`src/rtl/pc_seq_unit.sv`:
```
// Program counter sequencer: step/stop/branch with optional return-address stack (PC_SEQ_STACK_EN).
// Latency: pc updates one edge after a request; next_pc is combinational with no edge of delay.
// Backpressure: none; stop_en freezes pc, stack and flags, power=0 acts as a synchronous soft reset.
module pc_seq_unit #(
    parameter int          PC_W     = 8,
    parameter int          STACK_D  = 4,
    parameter logic [31:0] RESET_PC = 32'd0,
    parameter logic [31:0] STEP     = 32'd1
) (
    input  logic            clk,
    input  logic            rst,
    input  logic            power,
    input  logic            stop_en,
    input  logic            branch_en,
    input  logic            branch_rel,
    input  logic [PC_W-1:0] branch_pc,
    input  logic            call_en,
    input  logic            ret_en,
    output logic [PC_W-1:0] pc,
    output logic [PC_W-1:0] next_pc,
    output logic            stack_ovf,
    output logic            stack_unf
);
    localparam logic [PC_W-1:0] LP_RESET_PC = RESET_PC[PC_W-1:0];
    localparam logic [PC_W-1:0] LP_STEP     = STEP[PC_W-1:0];

    logic [PC_W-1:0] r_pc;
    logic [PC_W-1:0] w_seq;
    logic [PC_W-1:0] w_target;

    // Relative targets rely on modulo-2^PC_W addition to apply a two's complement offset.
    assign w_seq    = r_pc + LP_STEP;
    assign w_target = branch_rel ? (r_pc + branch_pc) : branch_pc;
    assign pc       = r_pc;

`ifdef PC_SEQ_STACK_EN
    localparam int SP_W  = $clog2(STACK_D + 1);
    localparam int IDX_W = (STACK_D > 1) ? $clog2(STACK_D) : 1;

    logic [PC_W-1:0]  r_stack [STACK_D];
    logic [SP_W-1:0]  r_sp;
    logic             r_ovf;
    logic             r_unf;
    logic             w_empty;
    logic             w_full;
    logic             w_do_ret;
    logic             w_do_call;
    logic [IDX_W-1:0] w_top_idx;
    logic [IDX_W-1:0] w_push_idx;

    assign w_empty    = (r_sp == '0);
    assign w_full     = (r_sp == SP_W'(STACK_D));
    assign w_top_idx  = IDX_W'(r_sp - SP_W'(1));
    assign w_push_idx = IDX_W'(r_sp);
    assign stack_ovf  = r_ovf;
    assign stack_unf  = r_unf;

    always_comb begin
        next_pc   = w_seq;
        w_do_ret  = 1'b0;
        w_do_call = 1'b0;
        if (!power) begin
            next_pc = LP_RESET_PC;
        end else if (stop_en) begin
            next_pc = r_pc;
        end else if (ret_en) begin
            w_do_ret = 1'b1;
            next_pc  = w_empty ? w_seq : r_stack[w_top_idx];
        end else if (call_en) begin
            w_do_call = 1'b1;
            next_pc   = w_target;
        end else if (branch_en) begin
            next_pc = w_target;
        end
    end

    always_ff @(posedge clk or posedge rst) begin
        if (rst) begin
            r_pc  <= LP_RESET_PC;
            r_sp  <= '0;
            r_ovf <= 1'b0;
            r_unf <= 1'b0;
        end else begin
            r_pc <= next_pc;
            if (!power) begin
                r_sp  <= '0;
                r_ovf <= 1'b0;
                r_unf <= 1'b0;
            end else if (w_do_ret) begin
                if (w_empty) r_unf <= 1'b1;
                else         r_sp  <= r_sp - SP_W'(1);
            end else if (w_do_call) begin
                if (w_full) r_ovf <= 1'b1;
                else        r_sp  <= r_sp + SP_W'(1);
            end
        end
    end

    // Entry contents need no reset; only the pointer defines validity.
    always_ff @(posedge clk) begin
        if (w_do_call && !w_full) begin
            r_stack[w_push_idx] <= w_seq;
        end
    end
`else
    logic w_unused;
    assign w_unused  = ret_en | (STACK_D == 0);
    assign stack_ovf = 1'b0;
    assign stack_unf = 1'b0;

    always_comb begin
        next_pc = w_seq;
        if (!power) begin
            next_pc = LP_RESET_PC;
        end else if (stop_en) begin
            next_pc = r_pc;
        end else if (call_en || branch_en) begin
            next_pc = w_target;
        end
    end

    always_ff @(posedge clk or posedge rst) begin
        if (rst) r_pc <= LP_RESET_PC;
        else     r_pc <= next_pc;
    end
`endif
endmodule

```
`config.mk`:
```
export PLATFORM = sky130hd
export DESIGN_NAME = pc_seq_unit
export DESIGN_NICKNAME = d
export VERILOG_FILES = /design/src/rtl/pc_seq_unit.sv
export SDC_FILE = /design/constraint.sdc
export NUM_CORES = 1
export LEC_CHECK = 0
export CORE_ASPECT_RATIO = 0.8
export CORE_UTILIZATION = 45
export CTS_CLUSTER_DIAMETER = 120
export DETAILED_ROUTE_END_ITERATION = 8
export PLACE_DENSITY = 0.92
export RECOVER_POWER = 50
export REMOVE_ABC_BUFFERS = 1
export SETUP_SLACK_MARGIN = 0.02
export SLEW_MARGIN = 20
export SYNTH_ARGS = -nofsm -noshare
export SYNTH_HDL_FRONTEND = slang
export SYNTH_SLANG_ARGS = --single-unit
```
`constraint.sdc`:
```
create_clock -name clk -period 6.15 [get_ports clk]
set_input_delay 0.9225 -clock clk [delete_from_list [all_inputs] [get_ports clk]]
set_output_delay 0.9225 -clock clk [all_outputs]
set_load 0.1 [all_outputs]
```
# Word level (Yosys, flattened, before mapping)
# Index checks and enable logic that the tools add are counted.
# classes
add_sub_neg	2
multipliers	0
div	0
n_lt_le_gt_ge	0
eq_ne	0
shift	0
mux	4
n_bitwise	0
reduce_logical	1
# op_table
cell	count
8-bit two-way mux	4
8-bit by 1-bit adder with 8-bit output, second input constant	1
8-bit adder	1
1-bit logical OR	1
# word_totals
register_bits	8
latchBits	0
ramBits	0
mem_bits_ro	0
out_inout_bits	18
elab_cells	8
memories	0

# Depth between registers and ports, before layout
# depth
word_depth	5
mapped_depth	7
ltp_nobuf	7

# Least setup slack after synthesis
# No wires, ideal clock.
# synth_timing
path_kind	register -> output
start	reg r_pc[0], in the netlist pc[0]
end	out next_pc[2]
arrival_time_ns	4.247
path_slack_ns	0.980
stages_incl_launch_ff	7
path_cell_list	dfrtp_1 -> ha_1 -> fa_1 -> xnor2_1 -> a211oi_1 -> o21ai_0 -> a21boi_0
# synth_via
elab_chain_cells	5
# synth_rtl
item	line_no	rtl
start, declared	27	logic [PC_W-1:0] r_pc;
start signal, assigned	124	else r_pc <= next_pc;
8-bit adder	33	assign w_target = branch_rel ? (r_pc + branch_pc) : branch_pc;
8-bit two-way mux	33	
8-bit two-way mux *	117	end else if (call_en || branch_en) begin
8-bit two-way mux *	115	end else if (stop_en) begin
8-bit two-way mux *	113	if (!power) begin
end, declared	20	output logic [PC_W-1:0] next_pc,
# Mark *: on every way between the ends. The rest lies on a longest branch, timed or not.

# Worst setup path after layout
# layout_timing
start	in branch_pc[0]
end	out next_pc[5]
# layout_via
elab_chain_cells	5
# layout_rtl
item	line_no	rtl
start, declared	16	input logic [PC_W-1:0] branch_pc,
8-bit adder	33	
8-bit two-way mux	33	
8-bit two-way mux	117	
8-bit two-way mux	115	
8-bit two-way mux	113	
# Every way passes these cells.

==> impl_metrics.env <==
export IMPL_status="finished, final reports clean"
export IMPL_syn_instance_count=115
export IMPL_finalCritPeriodShare_pct=82.1
export IMPL_die_h_um=43.0
export IMPL_die_x_um=53.2
export IMPL_gp_congestion=0.878
export IMPL_ant_nets=0
export IMPL_wire_per_inst_um=14.8
export IMPL_drtPass1Iterations=4
export IMPL_critical_path_required_ns=5.23
export IMPL_met2_usage_pct=40.0
export IMPL_vias_per_cell=6.01
export IMPL_critical_path_max_fanout=3
export IMPL_tightest_slew_ns=0.984
export IMPL_nFillCells=172
export IMPL_cts_resized=0
export IMPL_p_per_area_nw_per_um2=204
export IMPL_synth_area_um2=945
export IMPL_setup_viol=0
export IMPL_initialDrtViolationCount=43
export IMPL_nets=170
export IMPL_drive_gt1_share_pct=6.99
export IMPL_area_delta_synth_final_pct=32.7
export IMPL_peakVddDrop_uv=132
export IMPL_cpLargestDelayFamily="buffers and inverters"
export IMPL_max_slew_margin_pct=34.2
export IMPL_endpoint_kind="primary output"
export IMPL_overflow=0
export IMPL_multiInputGateArea_um2=692
export IMPL_port_buffers=30
export IMPL_regArea_um2=200
export IMPL_drc_errors=0
export IMPL_cts_setup_buffers=0
export IMPL_final_core_util_pct=65.1
export IMPL_layout_common_cells="clkdlybuf4s50_1, o21ai_0, a21oi_1"
export IMPL_fin_worst_skew_ns=0.00399
export IMPL_arrival_ns=4.13
export IMPL_synth_top_area_share_pct=21.2
export IMPL_yosys_warnings=0
export IMPL_grtUsageMet1_pct=35.7
export IMPL_io_pins=34
export IMPL_synth_area_top_cells="dfrtp_1, ha_1, o21ai_0"
export IMPL_grt_pass1_vias=918
export IMPL_synth_area_per_cell_um2=8.21
export IMPL_cp_slowest_cell="clkdlybuf4s50_1"
export IMPL_crit_type="input port to primary output"
export IMPL_p_leak_nw=0.523
export IMPL_synth_seq_cells=8
export IMPL_htreeDepth=1
export IMPL_crit_buf_inv=2
export IMPL_rsz0062_at_grt="false"
export IMPL_period_minus_slack_ns=5.05
export IMPL_hpwl_um=2050
export IMPL_diodes=0
export IMPL_drv_cap=0
export IMPL_largest_reg_flops=8
export IMPL_met3_usage_pct=1.08
export IMPL_fp_dieArea_um2=2290
export IMPL_initial_utilization_pct=49.0
export IMPL_grt_max_degree=18
export IMPL_hold_class="flip-flop to flip-flop"
export IMPL_clockRootBuffer="clkbuf_4"
export IMPL_fin_tns_setup_ns=0
export IMPL_slowest_delay_ns=1.19
export IMPL_grt_pass1_wl_um=4190
export IMPL_antenna_found_initial=0
export IMPL_yosysSeqAreaShare_pct=21.2
export IMPL_synth_top_area_cell="dfrtp_1"
export IMPL_vias=1003
export IMPL_cts_buffers=3
export IMPL_max_freq_mhz=198
export IMPL_drt_total_wl_um=2470
export IMPL_cts_sink_count=8
export IMPL_clk_latency_ns=0.24
export IMPL_hold_viol=0
export IMPL_final_common_cell="clkdlybuf4s50_1"
export IMPL_clkSlewWorstSetupHoldPaths_ns=0.05
export IMPL_core_rowCount=14
export IMPL_grt_busiest_layer="met2"
export IMPL_cts_tree="built"
export IMPL_core_area_um2=1930
export IMPL_synth_cell_type_count=44
export IMPL_hold_buffers=0
export IMPL_track_usage_pct=24.5
export IMPL_start_kind="input port"
export IMPL_crit_chain="dlygate4sd3_1 -> ha_1 -> a211oi_1 -> o31ai_4 -> xor2_1 -> o311ai_0 -> a31oi_1 -> clkdlybuf4s50_1"
export IMPL_clockBufferDepth=2
export IMPL_slew_viol_final=0
## Yosys cell counts (all sizes together)
master,count
a21boi,1
a211oi,6
nor2,9
mux2i,1
fa,1
ha,8
dfrtp,8
xor2,3
nor2b,4
clkbuf,1
nand4b,1
o21ai,14
nand2,4
a21o,1
o2111ai,2
a21oi,10
nand3,6
buf,5
or2,2
nor3,1
o311ai,1
a31oi,7
and3,4
nor3b,1
a211o,1
conb,1
o21a,1
o221ai,1
a32oi,1
xnor2,1
a22oi,1
inv,3
o211a,1
nand2b,1
o31ai,2
## metal layers
layer | vias to the layer above | wire (um) | share of wire (%)
met5 | - | 0 | 0
met1 | 461 | 1150 | 46
met3 | 4 | 132 | 5.4
li1 | 496 | - | -
met2 | 42 | 1160 | 47
met4 | 0 | 25 | 1.0
## per-stage QoR
stage / total power, mW / hold slack [ns] / area (um2) / worst slack (ns) / instances
after detailed placement: 0.219 / 0.707 / 1240 / 1.25 / 164
final: 0.255 / 0.711 / 1250 / 1.10 / 167
after global placement: 0.215 / 0.690 / 1240 / 1.26 / 164
after CTS: 0.258 / 0.714 / 1260 / 1.25 / 167
after floorplan: 0.178 / 0.738 / 908 / 0.980 / 110
after global routing: 0.270 / 0.766 / 1250 / 0.929 / 167
## kinds of logic (layout without fill, tap and decap cells)
family / Yosys count / count (layout) / synth area share [%]
AO/OA/AOI/OAI: 50 / 50 / 35.5
XOR/XNOR: 4 / 4 / 4.50
adder cells (fa/ha/maj): 9 / 9 / 12.7
buffers and inverters: 9 / 36 / 5.43
flip-flops: 8 / 8 / 21.2
multiplexers: 1 / 1 / 1.06
other: 1 / 2 / 0.397
AND/OR/NAND/NOR: 33 / 33 / 19.2
## area by class of cell
class | instances | area share (%)
clock buffer | 3 | 1.80
inverter | 3 | 0.898
multi-input combinational | 99 | 55.2
sequential | 8 | 16.0
tap | 24 | 2.40
timing repair buffer | 30 | 23.8
## worst paths after layout
path,startpoint,endpoint,slack (ns),depth (start not counted)
worst max-delay path,branch_pc[0],next_pc[5],1.10,8
worst min-delay path,pc[2]$_DFF_PP0_,pc[2]$_DFF_PP0_,0.71,2
worst max register to register,pc[0]$_DFF_PP0_,pc[6]$_DFF_PP0_,3.94,7
worst min register to register,pc[2]$_DFF_PP0_,pc[2]$_DFF_PP0_,0.71,2
max in group asynchronous,rst,pc[1]$_DFF_PP0_,4.87,2
min in group asynchronous,rst,pc[7]$_DFF_PP0_,1.05,2
## tightest hold or removal path: stages, from the launching register on
cell and delay, ns:
dfrtp_1 0.45, o21ai_0 0.10, a21boi_0 0.11
## report_power, final
group / internal (mW) / switching, mW
registers: 0.0569 / 0.00862
logic: 0.0439 / 0.108
clock network: 0.0222 / 0.0154
total: 0.123 / 0.132
(Power assumes the default switching activity.)
